==> config.mk <==
export PLATFORM = sky130hd
export DESIGN_NAME = tank_sprite_renderer
export DESIGN_NICKNAME = d
export VERILOG_FILES = /design/src/rtl/tank_sprite_pkg.sv /design/src/rtl/tank_anim_ctrl.sv /design/src/rtl/tank_sprite_renderer.sv
export SDC_FILE = /design/constraint.sdc
export NUM_CORES = 1
export LEC_CHECK = 0
export CORE_MARGIN = 2
export CORE_UTILIZATION = 50
export DETAILED_ROUTE_END_ITERATION = 8
export GPL_TIMING_DRIVEN = 0
export PLACE_DENSITY = 0.81
export SKIP_CTS_REPAIR_TIMING = 1
export SYNTH_ARGS = -nofsm -noshare
export SYNTH_HDL_FRONTEND = slang
export SYNTH_HIERARCHICAL = 1
export SYNTH_SLANG_ARGS = --single-unit
export TNS_END_PERCENT = 30
==> constraint.sdc <==
create_clock -name Clk -period 2.25 [get_ports Clk]
set_clock_uncertainty 0.05 [all_clocks]
set_input_delay 0.5625 -clock Clk [delete_from_list [all_inputs] [get_ports Clk]]
set_output_delay 0.5625 -clock Clk [all_outputs]
set_load 0.1 [all_outputs]
==> src/rtl/tank_sprite_pkg.sv <==
// Shared types and widths for the tank sprite renderer and its animation controller.
package tank_sprite_pkg;

  typedef enum logic [1:0] {
    DIR_UP    = 2'b00,
    DIR_RIGHT = 2'b01,
    DIR_DOWN  = 2'b10,
    DIR_LEFT  = 2'b11
  } dir_t;

  localparam int X_W          = 10;
  localparam int ADDR_W       = 11;
  localparam int IDX_W        = 4;
  localparam int SPRITE_W_DEF = 32;
  localparam int SPRITE_H_DEF = 32;
  localparam int ANIM_DIV_DEF = 8;
  localparam logic [IDX_W-1:0] TRANSPARENT_IDX_DEF = '0;

endpackage

==> src/rtl/tank_anim_ctrl.sv <==
// Per-video-frame latch of sprite position/direction/visibility plus the
// animation divider that toggles the walk frame while the tank moves.
module tank_anim_ctrl
  import tank_sprite_pkg::*;
#(
  parameter int ANIM_DIV = ANIM_DIV_DEF
) (
  input  logic           Clk,
  input  logic           Reset,
  input  logic           frame_start,
  input  logic [X_W-1:0] tank_x,
  input  logic [X_W-1:0] tank_y,
  input  logic [1:0]     tank_dir,
  input  logic           moving,
  input  logic           enable,
  output logic [X_W-1:0] pos_x,
  output logic [X_W-1:0] pos_y,
  output dir_t           dir,
  output logic           visible,
  output logic           frame
);

  localparam int CNT_W = (ANIM_DIV > 1) ? $clog2(ANIM_DIV) : 1;
  localparam logic [CNT_W-1:0] CNT_LAST = CNT_W'(ANIM_DIV - 1);

  logic [CNT_W-1:0] cnt;

  always_ff @(posedge Clk) begin
    if (Reset) begin
      pos_x   <= '0;
      pos_y   <= '0;
      dir     <= DIR_UP;
      visible <= 1'b0;
      cnt     <= '0;
      frame   <= 1'b0;
    end else if (frame_start) begin
      pos_x   <= tank_x;
      pos_y   <= tank_y;
      dir     <= dir_t'(tank_dir);
      visible <= enable;
      // a stationary tank keeps its current walk pose
      if (moving) begin
        if (cnt == CNT_LAST) begin
          cnt   <= '0;
          frame <= ~frame;
        end else begin
          cnt <= cnt + 1'b1;
        end
      end
    end
  end

endmodule

==> src/rtl/tank_sprite_renderer.sv <==
// Three-stage pixel pipeline: box test + rotated ROM address, ROM read,
// then opacity decision feeding the palette stage.
module tank_sprite_renderer
  import tank_sprite_pkg::*;
#(
  parameter int SPRITE_W = SPRITE_W_DEF,
  parameter int SPRITE_H = SPRITE_H_DEF,
  parameter int ANIM_DIV = ANIM_DIV_DEF,
  parameter logic [IDX_W-1:0] TRANSPARENT_IDX = TRANSPARENT_IDX_DEF
) (
  input  logic              Clk,
  input  logic              Reset,
  input  logic              frame_start,
  input  logic [X_W-1:0]    DrawX,
  input  logic [X_W-1:0]    DrawY,
  input  logic [X_W-1:0]    tank_x,
  input  logic [X_W-1:0]    tank_y,
  input  logic [1:0]        tank_dir,
  input  logic              moving,
  input  logic              enable,
  output logic [ADDR_W-1:0] rom_addr,
  input  logic [IDX_W-1:0]  rom_q,
  output logic [IDX_W-1:0]  pix_idx,
  output logic              sprite_on
);

  localparam int CW = $clog2(SPRITE_W);
  localparam logic [CW-1:0]  N    = CW'(SPRITE_W - 1);
  localparam logic [X_W:0]   SW_E = (X_W+1)'(SPRITE_W);
  localparam logic [X_W:0]   SH_E = (X_W+1)'(SPRITE_H);

  logic [X_W-1:0] pos_x, pos_y;
  dir_t           dir;
  logic           visible, frame;

  tank_anim_ctrl #(.ANIM_DIV(ANIM_DIV)) u_anim (
    .Clk         (Clk),
    .Reset       (Reset),
    .frame_start (frame_start),
    .tank_x      (tank_x),
    .tank_y      (tank_y),
    .tank_dir    (tank_dir),
    .moving      (moving),
    .enable      (enable),
    .pos_x       (pos_x),
    .pos_y       (pos_y),
    .dir         (dir),
    .visible     (visible),
    .frame       (frame)
  );

  // 11-bit compares so a sprite near the right/bottom edge clips instead of wrapping
  logic [X_W:0] dx_e, dy_e, px_e, py_e;
  logic         in_box;
  assign dx_e = {1'b0, DrawX};
  assign dy_e = {1'b0, DrawY};
  assign px_e = {1'b0, pos_x};
  assign py_e = {1'b0, pos_y};
  assign in_box = visible && (dx_e >= px_e) && (dx_e < px_e + SW_E)
                          && (dy_e >= py_e) && (dy_e < py_e + SH_E);

  // only the low bits of the local offset matter once we know we are in the box
  logic [CW-1:0] lx, ly, col, row;
  assign lx = DrawX[CW-1:0] - pos_x[CW-1:0];
  assign ly = DrawY[CW-1:0] - pos_y[CW-1:0];

  always_comb begin
    col = lx;
    row = ly;
    case (dir)
      DIR_UP:    begin col = lx;     row = ly;     end
      DIR_RIGHT: begin col = ly;     row = N - lx; end
      DIR_DOWN:  begin col = N - lx; row = N - ly; end
      DIR_LEFT:  begin col = N - ly; row = lx;     end
      default:   begin col = lx;     row = ly;     end
    endcase
  end

  logic in_box_s1, in_box_s2;

  always_ff @(posedge Clk) begin
    if (Reset) begin
      rom_addr  <= '0;
      in_box_s1 <= 1'b0;
      in_box_s2 <= 1'b0;
      pix_idx   <= '0;
      sprite_on <= 1'b0;
    end else begin
      rom_addr  <= {frame, row, col};
      in_box_s1 <= in_box;
      in_box_s2 <= in_box_s1;
      if (in_box_s2 && (rom_q != TRANSPARENT_IDX)) begin
        pix_idx   <= rom_q;
        sprite_on <= 1'b1;
      end else begin
        pix_idx   <= '0;
        sprite_on <= 1'b0;
      end
    end
  end

endmodule

* After elaboration in Yosys (flattened, before gate mapping)
Cells that the tools add are included.
Word-level totals: register bits after elaboration 45, bits of input ports 51, output and inout bits 16, logic and storage cells 42
Operators by class: $add $sub $neg 7, $lt $le $gt $ge 4, equal/unequal tests 4, mux-type cells 4, bitwise logic cells 2, reduce and logical (&&, ||, !) cells 10
Operators by type and width (number):
- $pmux 5 s4 | 2
- $add 10x6->11 const B | 2
- $lt 10x11->1 | 2
- $ge 10x10->1 | 2
- $sub 5x5->5 | 2
- $sub 5x5->5 const A | 2
- $logic_and 1x1->1 | 5
- $eq 2x2->1 const B | 2
- $reduce_bool 4->1 | 1
- $add 3x1->3 const B | 1
- $eq 3x3->1 const B | 1
- $mux 3 | 1
- $reduce_and 3->1 | 1
- $eq 2x1->1 const B | 1
- $logic_not 2->1 | 1
- $not 1->1 | 2
- $reduce_and 2->1 | 1
- $reduce_or 2->1 | 1
- $mux 1 | 1

* Depth between registers and ports, before layout
depth in word-level cells 5, gate-level depth with buffers 8, depth with buffers taken out 8

* Cells and area by module
Netlist, hierarchy kept.
Modules (own cells, without submodules):
- tank_sprite_renderer | times used 1, cells each 195, area each 1682.9 µm², seq. area each 360.3 µm²
- tank_anim_ctrl | times used 1, cells each 94, area each 1026.0 µm², seq. area each 540.5 µm²

* Worst setup path before layout
OpenSTA, ideal clock, no wires.
kind input port to flip-flop, from in DrawX[0], to reg in_box_s1, data arrival time 2033 ps, required time 2140 ps, setup slack 107 ps, stages on the path 8, path buffers 0, cell sequence inv_1 -> ha_1 -> fa_1 -> nand2b_1 -> a21oi_2 -> o221ai_1 -> a211oi_1 -> o2111a_1
On the way: longest elaborated chain between the ends 5, elaborated cells between the ends (all ways) 6, those cells by class 2 x order compare; 4 x reduce/logical
Ends and longest elaborated chain:
- start: declaration | RTL line tank_sprite_renderer.sv:14 | input logic [X_W-1:0] DrawX,
- $ge 10x10->1 | RTL line tank_sprite_renderer.sv:59 | assign in_box = visible && (dx_e >= px_e) && (dx_e < px_e + SW_E)
- $logic_and 1x1->1 | RTL line tank_sprite_renderer.sv:59
- $logic_and 1x1->1 (*) | RTL line tank_sprite_renderer.sv:59
- $logic_and 1x1->1 (*) (2 in a row) | RTL line tank_sprite_renderer.sv:60 | && (dy_e >= py_e) && (dy_e < py_e + SH_E);
- end signal: assignment | RTL line tank_sprite_renderer.sv:90 | in_box_s1 <= in_box;
- end: declaration | RTL line tank_sprite_renderer.sv:79 | logic in_box_s1, in_box_s2;
Mark *: on every way between the ends. The rest lies on a longest branch, timed or not. A chain may end at the register's enable or synchronous reset.

* Final worst setup path
from in DrawY[2], to reg in_box_s1
On the way: longest elaborated chain between the ends 3, elaborated cells between the ends (all ways) 4, those cells by class 2 x order compare; 2 x reduce/logical
Ends and longest elaborated chain:
- start: declaration | RTL line tank_sprite_renderer.sv:15 | input logic [X_W-1:0] DrawY,
- $ge 10x10->1 | RTL line tank_sprite_renderer.sv:60
- $logic_and 1x1->1 | RTL line tank_sprite_renderer.sv:60
- $logic_and 1x1->1 (*) | RTL line tank_sprite_renderer.sv:60
Marks and branches as above.

==> reports/qor.txt <==
Outcome: complete, no violations
Switch Pwr: 0.759 mW
Final wirelength: 6.14 mm
Filler instances: 378
Area share of the largest cell type after synthesis: 33.3%
Number of clock sinks: 45
Number of levels in the clock H-tree: 2
Unique masters post-synth: 43
Leakage: 1.85 nW
Initial antenna violation count: 0
Number of global-route vias before repair: 2034
Setup slack after placement: -0.571 ns
Pwr Density: 616 nW/um^2
Sequential share of power: 38.1%
Slowest stage cell on the critical path: clkdlybuf4s50_1
Post-detailed-route wirelength per cell: 14.0 um
Half-perimeter wire length after placement: 4.45 mm
Die X: 77.6 um
Critical path depth in cells: 7
Count of port buffers added during placement: 66
Vias after detailed routing: 2267
Setup slack of the critical path after layout: 0.0154 ns
Fraction of power spent switching nets: 33.0%
Slew @ Worst Pin: 0.988 ns
Post-route fraction of the period consumed by the critical path: 99.3%
Tmin final: 2.23 ns
Clk pin slew, worst setup/hold paths: 0.08 ns
Sequential fraction of the synthesis area: 33.3%
Headroom to the max-slew limit: 34.0%
Post-route DRC violation count: 0
Startpoint of the worst setup timing path: DrawY[2]
Area of the die: 6020 um^2
IR drop worst, VDD: 0.349 mV
Clk network pwr share: 27.3%
Most used flip-flop cell after synthesis: dfxtp_1
Synthesized flop and latch total: 45
Fin. Hold Viols: 0
Total nets after synthesis: 376
Setup slack of the most critical reg-to-reg path: 0.19 ns
Violation count after the first detailed-routing iteration: 69
Path type of the worst setup path: input port to flip-flop
Count of boundary I/O pins: 67
Share of flip-flops with an asynchronous set or reset: 0%
Logic depth of the worst register-to-register path: 8
Critical Path End Type: flip-flop
TritonCTS buffer count: 5
Critical path buffer and inverter count: 1
Most common cell after layout, fill and taps aside: clkdlybuf4s50_1
Largest net degree at the start of global routing: 14
EDFF count, synth: 0
Global-route wire length before repair: 9.00 mm
Clock latency reported for the late side of the worst-skew pair: 0.29 ns
Class of the tightest hold or removal check: flip-flop to flip-flop
Net count of the finished layout: 454
Worst endpoint data arrival time: 2.42 ns
Core footprint: 5170 um^2
Starting density of the core: 52.4%
FP Rows: 26
Cell-by-cell trace of the critical path: clkdlybuf4s50_1 -> ha_2 -> a21oi_1 -> o21ai_2 -> a211o_1 -> a221oi_2 -> o2111a_1
Signed area change from the synthesized netlist to the final layout: 37.9%
Mean instance size in the synthesized netlist: 9.37 um^2
Vias per inst: 5.18
Post-route non-filler standard cell count: 438
P_int: 1.54 mW
Met1 Resource Use GR: 23.4%
Final ANT Viol Nets: 0
Reg-to-reg critical path startpoint: u_anim/pos_y[5]$_SDFFE_PP0P_
All-Layer GR Usage: 18.7%
Placer Congestion: 0.893
Crit path capture: in_box_s1$_SDFF_PP0_
Number of antenna repair diodes: 0
Length of the first detailed-routing pass in iterations: 4
Cell types with the largest area share after synthesis: dfxtp_1, ha_1, mux2i_1, nor2_1, xnor2_1
Max-slew violation count: 0
Buffer depth of the longest clock path: 2
Critical Path Max Stage Delay: 0.48 ns
WP data required: 2.44 ns
Commonest cells after routing, fill and taps aside: clkdlybuf4s50_1, dfxtp_1, nor2_1
Chip height: 77.6 um
Post-synth design cell area: 2710 um^2
Aggregate global routing overflow: 0
Startpoint class of the critical path: input port
Number of setup violations in the final report: 0
Layer carrying the most global-route usage: met2
Endpoint of the lowest-slack register-to-register path: in_box_s1$_SDFF_PP0_
Highest fanout seen on the critical path: 5
Share of power burned in combinational logic: 34.6%
Crit path max-delay family: compound AO/OA/AOI/OAI gates
Dominant cell type by area after synthesis: dfxtp_1
Maximum clock frequency: 447 MHz
Number of instances in the synthesized netlist: 289
Layout cells sized above 1: 10.1%
CTS tree: yes
Number of placed instances, taps included: 425
Number of maximum-capacitance violations: 0
Root buf cell: clkbuf_8
Met3 global-route usage: 3.84%
Synth warnings: 6
Routing usage on met2: 32.2%
## worst min-delay path by stage
| stage | from | to | slack [ns] | depth (start not counted) |
|---|---|---|---|---|
| after detailed placement | in_box_s1$_SDFF_PP0_ | in_box_s2$_SDFF_PP0_ | 0.40 | 1 |
| after CTS | in_box_s1$_SDFF_PP0_ | in_box_s2$_SDFF_PP0_ | 0.42 | 1 |
| after floorplan | in_box_s1$_SDFF_PP0_ | in_box_s2$_SDFF_PP0_ | 0.36 | 1 |
| final | u_anim/frame$_SDFFE_PP0P_ | rom_addr[10]$_SDFF_PP0_ | 0.43 | 1 |
| after global routing | in_box_s1$_SDFF_PP0_ | in_box_s2$_SDFF_PP0_ | 0.44 | 1 |
| after global placement | in_box_s1$_SDFF_PP0_ | in_box_s2$_SDFF_PP0_ | 0.38 | 1 |
## kinds of logic (layout without fill, tap and decap cells)
logic type	after synthesis	after routing	synth area share [%]
simple gates	79	79	13.7
flops	45	45	33.3
compound gates	40	40	10.8
fa+ha+maj	36	36	17.2
mux	35	35	13.0
buf+inv	34	113	5.68
xor+xnor	20	20	6.47
## synthesized netlist by cell type, types with 2 or more instances
cell type / instances
and3_1: 2
a211oi_1: 3
nand3_1: 7
a21o_1: 3
xor2_1: 6
o211ai_1: 2
mux2i_1: 34
nor2_1: 36
o221ai_1: 2
nor3_1: 5
a21bo_2: 2
nor2b_1: 6
nand2b_1: 3
a21oi_1: 11
fa_1: 2
and2_1: 4
inv_1: 25
o21ai_0: 7
clkbuf_1: 3
xnor2_1: 14
ha_1: 34
nand2_1: 11
buf_2: 3
dfxtp_1: 45
## through the flow
stage          cell area (um^2)  hold slack, ns  power, mW  setup TNS, ns  utilization (%)
2_1_floorplan              2710           0.364       1.42              0                -
3_3_place_gp               3460           0.380       1.63          -2.09             66.8
3_5_place_dp               3460           0.403       1.64          -2.26             66.8
4_1_cts                    3570           0.421       2.28          -2.20             69.1
5_1_grt                    3730           0.441       2.42        -0.0497             72.2
6_report                   3730           0.429       2.30              0             72.2
## flip-flops by register name, summed over array words and instances, names as in the netlist, 2 cells and up
name and cells:
pix_idx 4, rom_addr 11, u_anim/cnt 3, u_anim/dir 2, u_anim/pos_x 10, u_anim/pos_y 10
## layer usage
layer,vias up,part of all wire (%),routed length (um)
li1,1143,-,-
met1,1055,44,2680
met3,13,4.7,289
met5,-,0,0
met2,56,50,3060
met4,0,1.6,101
## power groups by stage
stage	Sequential, mW	Combinational, mW	Clock (mW)
2_1_floorplan	1.10	0.324	0
3_3_place_gp	0.896	0.730	0
3_5_place_dp	0.898	0.744	0
4_1_cts	0.879	0.749	0.647
5_1_grt	0.886	0.851	0.685
6_report	0.878	0.796	0.627
## area by class of cell
cell class / instances / area (um^2) / share of cell area, %
Buffer: 9 / 60.1 / 1.61
Clock buffer: 7 / 86.3 / 2.31
Clock inverter: 1 / 30.0 / 0.804
Inverter: 25 / 93.8 / 2.51
Multi-Input combinational cell: 210 / 1730 / 46.2
Sequential cell: 45 / 901 / 24.1
Tap cell: 70 / 87.6 / 2.35
Timing Repair Buffer: 71 / 749 / 20.1
No activity file was read; power rests on OpenSTA's default activity.
